[config.mk]
export PLATFORM = sky130hd
export DESIGN_NAME = mul_arbiter
export DESIGN_NICKNAME = d
export VERILOG_FILES = /design/src/rtl/mul_arb_pkg.sv /design/src/rtl/mul_arbiter_rr_arbiter.sv /design/src/rtl/mul_arbiter.sv
export SDC_FILE = /design/constraint.sdc
export NUM_CORES = 1
export LEC_CHECK = 0
export CAP_MARGIN = 15
export CORE_AREA = 2 2 153 155
export CTS_CLUSTER_SIZE = 14
export DETAILED_ROUTE_END_ITERATION = 16
export DIE_AREA = 0 0 155 157
export PLACE_DENSITY = 0.47
export SLEW_MARGIN = 10
export SYNTH_ARGS = -nofsm -noshare
export SYNTH_HDL_FRONTEND = slang
export SYNTH_SLANG_ARGS = --single-unit
[constraint.sdc]
create_clock -name clk -period 2.7 [get_ports clk]
set_input_delay 0.405 -clock clk [delete_from_list [all_inputs] [get_ports clk]]
set_output_delay 0.405 -clock clk [all_outputs]
set_load 0.005 [all_outputs]
[src/rtl/mul_arb_pkg.sv]
// Shared types and opcode constants for the multiplier arbiter.
package mul_arb_pkg;

  localparam int unsigned SLOT_ID_W  = 2;
  localparam int unsigned SLOT_TAG_W = 16;

  localparam logic [2:0] FUNCT3_MUL    = 3'b000;
  localparam logic [2:0] FUNCT3_MULH   = 3'b001;
  localparam logic [2:0] FUNCT3_MULHSU = 3'b010;
  localparam logic [2:0] FUNCT3_MULHU  = 3'b011;

  // One shadow-pipeline entry tracking an op inside the multiplier.
  typedef struct packed {
    logic                  valid;
    logic [SLOT_ID_W-1:0]  id;
    logic [SLOT_TAG_W-1:0] tag;
    logic [2:0]            funct3;
  } slot_t;

endpackage

[src/rtl/mul_arbiter_rr_arbiter.sv]
// Combinational round-robin arbiter: first requester at or after ptr_i wins.
module rr_arbiter #(
  parameter int unsigned NREQ  = 2,
  parameter int unsigned PTR_W = 1
) (
  input  logic [NREQ-1:0]  req_i,
  input  logic [PTR_W-1:0] ptr_i,
  output logic [NREQ-1:0]  grant_o
);

  logic found_c;

  always_comb begin
    grant_o = '0;
    found_c = 1'b0;
    for (int unsigned k = 0; k < NREQ; k++) begin
      for (int unsigned i = 0; i < NREQ; i++) begin
        if (!found_c && req_i[i] && (((32'(ptr_i) + k) % NREQ) == i)) begin
          grant_o[i] = 1'b1;
          found_c    = 1'b1;
        end
      end
    end
  end

endmodule

[src/rtl/mul_arbiter.sv]
// Shares one fixed-latency CE-stalled multiplier among NREQ requesters.
// Optional perf counters enabled by defining MUL_ARBITER_PERF_EN.
module mul_arbiter
  import mul_arb_pkg::*;
#(
  parameter int unsigned NREQ    = 2,
  parameter int unsigned LATENCY = 4,
  parameter int unsigned TAG_W   = 5
) (
  input  logic                  clk,
  input  logic                  reset,
  input  logic [NREQ-1:0]       req_valid,
  output logic [NREQ-1:0]       req_ready,
  input  logic [NREQ*32-1:0]    req_a,
  input  logic [NREQ*32-1:0]    req_b,
  input  logic [NREQ*3-1:0]     req_funct3,
  input  logic [NREQ*TAG_W-1:0] req_tag,
  input  logic [NREQ-1:0]       flush,
  output logic [NREQ-1:0]       rsp_valid,
  input  logic [NREQ-1:0]       rsp_ready,
  output logic [31:0]           rsp_result,
  output logic [TAG_W-1:0]      rsp_tag,
  output logic                  mul_ce,
  output logic [31:0]           mul_a,
  output logic [31:0]           mul_b,
  output logic [2:0]            mul_funct3,
  input  logic [31:0]           mul_result,
  output logic [31:0]           perf_issue,
  output logic [31:0]           perf_bp,
  output logic [31:0]           perf_busy
);

  localparam int unsigned PTR_W = (NREQ > 2) ? 2 : 1;

  slot_t                  slot_q [LATENCY];
  slot_t                  slot_d [LATENCY];
  slot_t                  out_s;
  logic [PTR_W-1:0]       ptr_q, ptr_d, ptr_nxt;
  logic [NREQ-1:0]        elig, grant, hs;
  logic                   hs_any, any_valid, out_rdy, out_fl, out_blk;
  logic [SLOT_ID_W-1:0]   sel_id;
  logic [SLOT_TAG_W-1:0]  sel_tag;
  logic [2:0]             sel_funct3;

  assign out_s = slot_q[LATENCY-1];
  assign elig  = req_valid & ~flush;

  rr_arbiter #(
    .NREQ  (NREQ),
    .PTR_W (PTR_W)
  ) u_rr (
    .req_i   (elig),
    .ptr_i   (ptr_q),
    .grant_o (grant)
  );

  // Output-slot owner's ready/flush decide whether the datapath must freeze.
  always_comb begin
    out_rdy   = 1'b0;
    out_fl    = 1'b0;
    rsp_valid = '0;
    for (int unsigned i = 0; i < NREQ; i++) begin
      if (out_s.id == SLOT_ID_W'(i)) begin
        out_rdy = rsp_ready[i];
        out_fl  = flush[i];
      end
      rsp_valid[i] = out_s.valid && (out_s.id == SLOT_ID_W'(i)) && !flush[i];
    end
  end

  assign out_blk = out_s.valid && !out_rdy && !out_fl;

  always_comb begin
    any_valid = 1'b0;
    for (int unsigned k = 0; k < LATENCY; k++) begin
      any_valid = any_valid | slot_q[k].valid;
    end
  end

  assign req_ready  = out_blk ? '0 : grant;
  assign hs         = req_valid & req_ready;
  assign hs_any     = |hs;
  assign mul_ce     = !out_blk && (any_valid || (|grant));
  assign rsp_result = mul_result;
  assign rsp_tag    = TAG_W'(out_s.tag);
  assign mul_funct3 = out_s.valid ? out_s.funct3 : 3'b000;

  // Operand/tag steering from the requester completing a handshake; zero when idle.
  always_comb begin
    mul_a      = '0;
    mul_b      = '0;
    sel_funct3 = '0;
    sel_tag    = '0;
    sel_id     = '0;
    ptr_nxt    = ptr_q;
    for (int unsigned i = 0; i < NREQ; i++) begin
      if (hs[i]) begin
        mul_a      = req_a[32*i +: 32];
        mul_b      = req_b[32*i +: 32];
        sel_funct3 = req_funct3[3*i +: 3];
        sel_tag    = SLOT_TAG_W'(req_tag[TAG_W*i +: TAG_W]);
        sel_id     = SLOT_ID_W'(i);
        ptr_nxt    = PTR_W'((i + 1) % NREQ);
      end
    end
  end

  // Shadow pipeline advances with CE; flush kills matching slots on any edge.
  always_comb begin
    for (int unsigned k = 0; k < LATENCY; k++) begin
      slot_d[k] = slot_q[k];
    end
    ptr_d = ptr_q;
    if (mul_ce) begin
      for (int unsigned k = 1; k < LATENCY; k++) begin
        slot_d[k] = slot_q[k-1];
      end
      slot_d[0] = '0;
      if (hs_any) begin
        slot_d[0].valid  = 1'b1;
        slot_d[0].id     = sel_id;
        slot_d[0].tag    = sel_tag;
        slot_d[0].funct3 = sel_funct3;
        ptr_d            = ptr_nxt;
      end
    end
    for (int unsigned k = 0; k < LATENCY; k++) begin
      for (int unsigned i = 0; i < NREQ; i++) begin
        if (flush[i] && (slot_d[k].id == SLOT_ID_W'(i))) begin
          slot_d[k].valid = 1'b0;
        end
      end
    end
  end

  always_ff @(posedge clk or posedge reset) begin
    if (reset) begin
      for (int unsigned k = 0; k < LATENCY; k++) begin
        slot_q[k] <= '0;
      end
      ptr_q <= '0;
    end else begin
      for (int unsigned k = 0; k < LATENCY; k++) begin
        slot_q[k] <= slot_d[k];
      end
      ptr_q <= ptr_d;
    end
  end

`ifdef MUL_ARBITER_PERF_EN
  logic [31:0] perf_issue_q, perf_bp_q, perf_busy_q;

  always_ff @(posedge clk or posedge reset) begin
    if (reset) begin
      perf_issue_q <= '0;
      perf_bp_q    <= '0;
      perf_busy_q  <= '0;
    end else begin
      if (hs_any)    perf_issue_q <= perf_issue_q + 32'd1;
      if (out_blk)   perf_bp_q    <= perf_bp_q + 32'd1;
      if (any_valid) perf_busy_q  <= perf_busy_q + 32'd1;
    end
  end

  assign perf_issue = perf_issue_q;
  assign perf_bp    = perf_bp_q;
  assign perf_busy  = perf_busy_q;
`else
  assign perf_issue = '0;
  assign perf_bp    = '0;
  assign perf_busy  = '0;
`endif

endmodule

==> reports/results.tsv, run 1 <==
stage	metric	value	unit
sta	fin_ws	0.0910	ns
placement	pre_cts_slack	-0.309	ns
drt	wl_per_cell	15.9	µm
power_and_ir_drop	p_sw	1.14	mW
cts	numClockSinks	45	
power_and_ir_drop	ir_drop	0.284	mV
global_route	grt_pass1_vias	3400	
synth	syn-cell-area	0.00357	mm²
placement	dpl_cell_area	0.00587	mm²
drt	drt_iter0_drc	88	
cts	numCtsBuffers	5	
finish	final_cell_mix	clkdlybuf4s50_1 (156), conb_1 (96), nand2_1 (92), a22o_1 (64)	
finish	final_common_cell	clkdlybuf4s50_1	
finish	antenna_cells	0	
job	cap_violations	0	
power_and_ir_drop	p_seq_share	30.0	%
synth	yosys.area.top_type	dfrtp_1	
drt	via_per_inst	3.63	
global_route	grt_max_degree	40	
floorplanning	die_w	155	µm
power_and_ir_drop	leakagePower	3.15	nW
status	status	finished, final reports clean	
cts	cts_tree	done	
synth	ys_ff_latch	45	
global_route	grt_usage	11.5	%
power_and_ir_drop	clkPwrFrac	20.7	%
cts	clk_latency	0.28	ns
synth	synthCells	412	
placement	gp_congestion	0.700	
power_and_ir_drop	combPwrFrac	49.4	%
drt	routed_wirelength	15000	µm
drt	maxUsedRoutingLayer	met4	
floorplanning	fp-row-count	55	
setup_path	cp-start-kind	primary input	
setup_path	critical_path_class	primary input to output port	
floorplanning	core_area	0.0225	mm²
global_route	antenna_found_initial	0	
global_route	grt-ovfl-total	0	
power_and_ir_drop	powerDensity	538	mW/mm²
floorplanning	die_h	157	µm
sta	drv_slew	0	
sta	min_period	2.61	ns
sta	rsz0062_at_grt	true	
floorplanning	die_area	0.0243	mm²
setup_path	crit_fanout	8	
cts	clkTransAtPathRegs	0.06	ns
drt	vias	3422	
sta	clock_skew	0.00659	ns
floorplanning	initial_core_util	15.9	%
setup_path	cp.arrival	2.20	ns
global_route	grt_pass1_wl	20900	µm
finish	multi_input_area	0.00172	mm²
finish	nNetsFinal	842	
setup_path	reg2reg_from	out_s[19]$_DFF_PP0_	
setup_path	crit_start	req_valid[0]	
sta	whs	0.367	ns
cts	cts_hold_buf	0	
synth	syn_avg_cell_area	8.68	µm²
drt	wl_met2	7800	µm
cts	cts-root-buf	clkbuf_16	
setup_path	crit_required	2.30	ns
drt	drc	0	
synth	seq_area_frac_synth	31.5	%
drt	dr.pass1.iters	4	
drt	met3_length	1120	µm
placement	numPortBuffers	228	
finish	final-seq-area	0.00113	mm²
finish	syn2layout_area_growth	76.9	%
placement	dp_hpwl	11400	µm
finish	design_area	0.00632	mm²
sta	setup_viol	0	
cts	clock_path_buffers	2	
cts	cts_max_level	2	
sta	fmax	383	MHz
power_and_ir_drop	switching_share	33.3	%
setup_path	endpoint_kind	output port	
finish	drive_gt1_share	19.7	%
finish	nFillCells	2455	
drt	wl_met1	6000	µm
worst_hold_path	hold_path_class	primary input to async pin	
floorplanning	io_pins	389	
synth	yosys.cell_types.count	29	
synth	yosysTopAreaCellShare	31.5	%
finish	postLayoutCoreUtil	28.1	%
power_and_ir_drop	power	3.40	mW
sta	hold_violations	0	
synth	synth.area.top_cells	dfrtp_1 (32%), buf_4 (28%), a22o_1 (16%)	
power_and_ir_drop	p_int	2.27	mW
drt	ant_nets	0	
sta	timing.final.crit_share	96.6	%
synth	ys_warn_count	0	
power groups by stage:
| stage | sequential (mW) | combinational (mW) | clock, mW |
|---|---|---|---|
| floorplan | 1.00 | 0.943 | 0 |
| global placement | 1.03 | 1.62 | 0 |
| detailed placement | 1.04 | 1.62 | 0 |
| CTS | 1.02 | 1.69 | 0.734 |
| global route | 1.05 | 1.88 | 0.755 |
| finish | 1.02 | 1.68 | 0.704 |
logic make-up (layout without fill, tap and decap cells):
logic type / Yosys count / count (layout) / share of synthesized area (%)
buffers and inverters: 157 / 309 / 31.3
AND/OR/NAND/NOR: 113 / 113 / 13.3
AO/OA/AOI/OAI: 83 / 83 / 19.9
flip-flops: 45 / 45 / 31.5
multiplexers: 13 / 13 / 3.92
other: 1 / 96 / 0.105
worst max-delay path, cell delays in order:
cell and delay [ns]:
clkdlybuf4s50_1 0.46, nand2b_1 0.12, o21ai_1 0.27, nor2_4 0.09
buf_12 0.15, buf_16 0.15, buf_12 0.14, buf_12 0.12
a22o_1 0.17, buf_2 0.12
final timing paths:
check                                              end  slack, ns  depth (start not counted)
worst max-delay path                         mul_b[14]       0.09                         10
worst min-delay path              slot_q[42]$_DFF_PP0_       0.37                          2
worst max register to register  slot_q[43]$_DFFE_PP0P_       0.42                         10
worst min register to register  slot_q[46]$_DFFE_PP0N_       0.46                          2
max in group asynchronous       slot_q[22]$_DFFE_PP0N_       1.82                          3
min in group clk                slot_q[46]$_DFFE_PP0N_       0.46                          2
registers in the layout, indices dropped and copies added (netlist names):
name / cells
out_s: 6
ptr_q: 1
slot_q: 33
rsp_tag: 5
per-layer routing:
layer / GRT usage (%) / up-vias
met3: 3.11 / 6
li1: - / 1673
met2: 20.6 / 172
met5: 0 / -
met4: 1.98 / 0
met1: 13.8 / 1571
through the flow:
stage / setup TNS (ns) / cells
after floorplan: 0 / 507
after CTS: -0.538 / 935
after detailed placement: -15.80 / 907
after global routing: -0.0165 / 944
after global placement: -16.87 / 907
final: 0 / 944
layout make-up:
type	count	share of cell area, %
sequential	45	17.8
tap	285	5.64
clock inverter	3	0.791
multi-input combinational	305	27.1
timing repair buffer	299	46.5
inverter	2	0.158
clock buffer	5	1.98
repair_timing:
action / CTS / global route
resized for setup: 141 / 46
setup endpoints to repair: 66 / 34
setup buffers: 14 / 9
cloned: 6 / 1
pin swaps: 6 / 3
Yosys cell counts:
master,instances
nor4b_1,1
o21ai_0,9
inv_4,1
nor4_1,1
and2_1,4
a2bb2oi_1,1
o221a_2,2
nand2b_4,1
or2_0,1
a22o_1,65
o221a_4,1
nor2b_1,1
nand2b_1,5
a32oi_1,1
nor4bb_1,1
o22a_1,1
mux2_4,2
mux2i_1,11
nor2_1,5
dfrtp_1,45
nand3_1,1
inv_1,1
clkbuf_1,3
conb_1,1
nand2_1,92
buf_2,18
buf_4,134
a21o_1,2
a211oi_2,1
Power figures use the tool's default switching activity.
==> inputs of run 2 (changes only) <==
--- a/config.mk
+++ b/config.mk
@@ -11,6 +11,7 @@
 export DETAILED_ROUTE_END_ITERATION = 16
 export DIE_AREA = 0 0 155 157
 export PLACE_DENSITY = 0.47
+export RECOVER_POWER = 50
 export SLEW_MARGIN = 10
 export SYNTH_ARGS = -nofsm -noshare
 export SYNTH_HDL_FRONTEND = slang
==> run 2 against run 1 <==
Net effect:
- wire length unchanged
- highest routed layer unchanged
- clock-buffer cell count unchanged
- combinational power decreased by 4%
- total power decreased by 1.8%
- clock power about the same
- final cell count unchanged
- sequential cell count unchanged
- register-to-register slack got worse by 0.24 ns
- first-iteration DRC count decreased by 11%
- sequential power about the same
- hold slack improved by 0.098 ns
==> reports/results.tsv, run 2 (synthesis gave the netlist of run 1 again) <==
stage	metric	value	unit
cts	cts_tree	done	
floorplanning	die_h	157	µm
drt	met3_length	1120	µm
finish	final_common_cell	clkdlybuf4s50_1	
global_route	grt_pass1_vias	3400	
setup_path	critPathBufInv	6	
sta	max-slew-margin-rel	33.6	%
power_and_ir_drop	combPwrFrac	48.5	%
power_and_ir_drop	ir_drop	0.284	mV
job	cap_violations	0	
setup_path	critical_path_class	primary input to output port	
global_route	grt_usage	11.5	%
drt	wl_per_cell	15.9	µm
sta	rsz0062_at_grt	true	
drt	maxUsedRoutingLayer	met4	
drt	ant_nets	0	
setup_path	cp-start-kind	primary input	
global_route	grt_pass1_wl	20900	µm
power_and_ir_drop	leakagePower	3.13	nW
sta	setup_viol	0	
sta	drv_slew	0	
sta	hold_violations	0	
finish	final_cell_mix	clkdlybuf4s50_1 (150), conb_1 (96), nand2_1 (92), a22o_1 (64), dfrtp_1 (45)	
finish	syn2layout_area_growth	76.1	%
cts	cts-root-buf	clkbuf_16	
setup_path	endpoint_kind	output port	
power_and_ir_drop	p_seq_share	30.4	%
cts	cts_hold_buf	0	
setup_path	critPathTopFamily	buffers and inverters	
cts	numClockSinks	45	
sta	fmax	383	MHz
finish	final-seq-area	0.00113	mm²
floorplanning	die_w	155	µm
finish	largest_reg_flops	33	
power_and_ir_drop	powerDensity	531	mW/mm²
drt	drc	0	
finish	drive_gt1_share	18.7	%
power_and_ir_drop	p_int	2.22	mW
cts	cts_max_level	2	
floorplanning	die_area	0.0243	mm²
drt	wl_met2	7800	µm
drt	via_per_inst	3.62	
setup_path	crit_chain	clkdlybuf4s50_1 > nand2b_1 > o21ai_1 > nor2_4 > buf_12 > buf_16 > buf_12 > buf_12 > a22o_1 > buf_2	
finish	top_register	slot_q	
sta	fin_ws	0.0914	ns
setup_path	cpPeakStageDelay	0.46	ns
cts	numCtsBuffers	5	
power_and_ir_drop	p_sw	1.13	mW
drt	vias	3419	
floorplanning	io_pins	389	
setup_path	crit_fanout	8	
floorplanning	core_area	0.0225	mm²
drt	drt_iter0_drc	78	
finish	nNetsFinal	842	
status	status	finished, final reports clean	
finish	nFillCells	2459	
global_route	grt-ovfl-total	0	
cts	clock_path_buffers	2	
drt	routed_wirelength	15000	µm
sta	tightestPinTransition	0.996	ns
drt	dr.pass1.iters	4	
sta	timing.final.crit_share	96.6	%
drt	wl_met1	6010	µm
placement	pre_cts_slack	-0.309	ns
global_route	antenna_found_initial	0	
finish	antenna_cells	0	
worst_hold_path	hold_path_class	flop to flop	
cts	clk_latency	0.28	ns
floorplanning	initial_core_util	15.9	%
setup_path	crit_required	2.30	ns
placement	dp_hpwl	11400	µm
cts	clkTransAtPathRegs	0.07	ns
power_and_ir_drop	clkPwrFrac	21.1	%
sta	min_period	2.61	ns
finish	multi_input_area	0.00171	mm²
global_route	grt_max_degree	40	
setup_path	cp.arrival	2.20	ns
placement	gp_congestion	0.700	
setup_path	slowest_stage	clkdlybuf4s50_1	
floorplanning	fp-row-count	55	
sta	clock_skew	0.00657	ns
setup_path	cpMostUsedCell	buf_12	
placement	numPortBuffers	228	
power_and_ir_drop	switching_share	33.7	%
sta	final.setup.tns	0	ns
[run 2: cell count changes in the layout (fill, tap and decap cells not counted), sizes merged]
cell	previous run	this run
buf	84	78
clkbuf	25	31
clkdlybuf4s50	156	150
clkinvlp	0	1
dlygate4sd3	0	6
inv	3	2
[run 2: worst paths after layout]
kind / slack, ns / cells past startpoint / end / startpoint
worst min-delay path: 0.46 / 2 / slot_q[46]$_DFFE_PP0N_ / slot_q[68]$_DFFE_PP0N_
worst max register to register: 0.18 / 10 / slot_q[43]$_DFFE_PP0P_ / out_s[19]$_DFF_PP0_
max in group asynchronous: 0.88 / 3 / slot_q[22]$_DFFE_PP0N_ / reset
min in group asynchronous: 0.57 / 2 / slot_q[42]$_DFF_PP0_ / reset
worst min register to register: 0.46 / 2 / slot_q[46]$_DFFE_PP0N_ / slot_q[68]$_DFFE_PP0N_
worst max-delay path: 0.09 / 10 / mul_b[14] / req_valid[0]
[run 2: timing repair]
item / 4_1_cts / 5_1_grt
gates cloned: 6 / 1
setup endpoints to repair: 66 / 34
resized for setup: 141 / 46
pin swaps: 6 / 3
setup buffers: 14 / 9
[run 2: layout make-up]
cell class	instances	area share, %
Clock buffer	5	1.99
Clock inverter	3	0.795
Inverter	2	0.139
Multi-Input combinational cell	305	27.1
Sequential cell	45	17.9
Tap cell	285	5.67
Timing Repair Buffer	299	46.4
[run 2: through the flow]
| stage | hold WS [ns] | cell area (µm²) | util [%] | cells | total power, mW |
|---|---|---|---|---|---|
| finish | 0.464 | 6290 | 28.0 | 944 | 3.34 |
| global route | 0.490 | 6290 | 28.0 | 944 | 3.63 |
| CTS | 0.373 | 6260 | 27.8 | 935 | 3.45 |
| detailed placement | 0.450 | 5870 | 26.1 | 907 | 2.65 |
| global placement | 0.449 | 5870 | 26.1 | 907 | 2.65 |
| floorplan | 0.437 | 3930 | - | 507 | 1.94 |
[run 2: power groups by stage]
stage               Combinational, mW  Clock [mW]  Sequential, mW
finish                           1.62       0.704            1.02
floorplan                       0.943           0            1.00
global route                     1.82       0.755            1.05
detailed placement               1.62           0            1.04
CTS                              1.69       0.734            1.02
global placement                 1.62           0            1.03
[run 2: tightest hold or removal path: cells and delay by family (launching register included)]
kind	cells	cell delay (ns)
DFF	1	0.34
and+or+nand+nor	2	0.10
[run 2: routing by layer]
metal	vias up	GRT usage, %
li1	1670	-
met1	1570	13.8
met2	173	20.6
met3	6	3.11
met4	0	1.98
met5	-	0
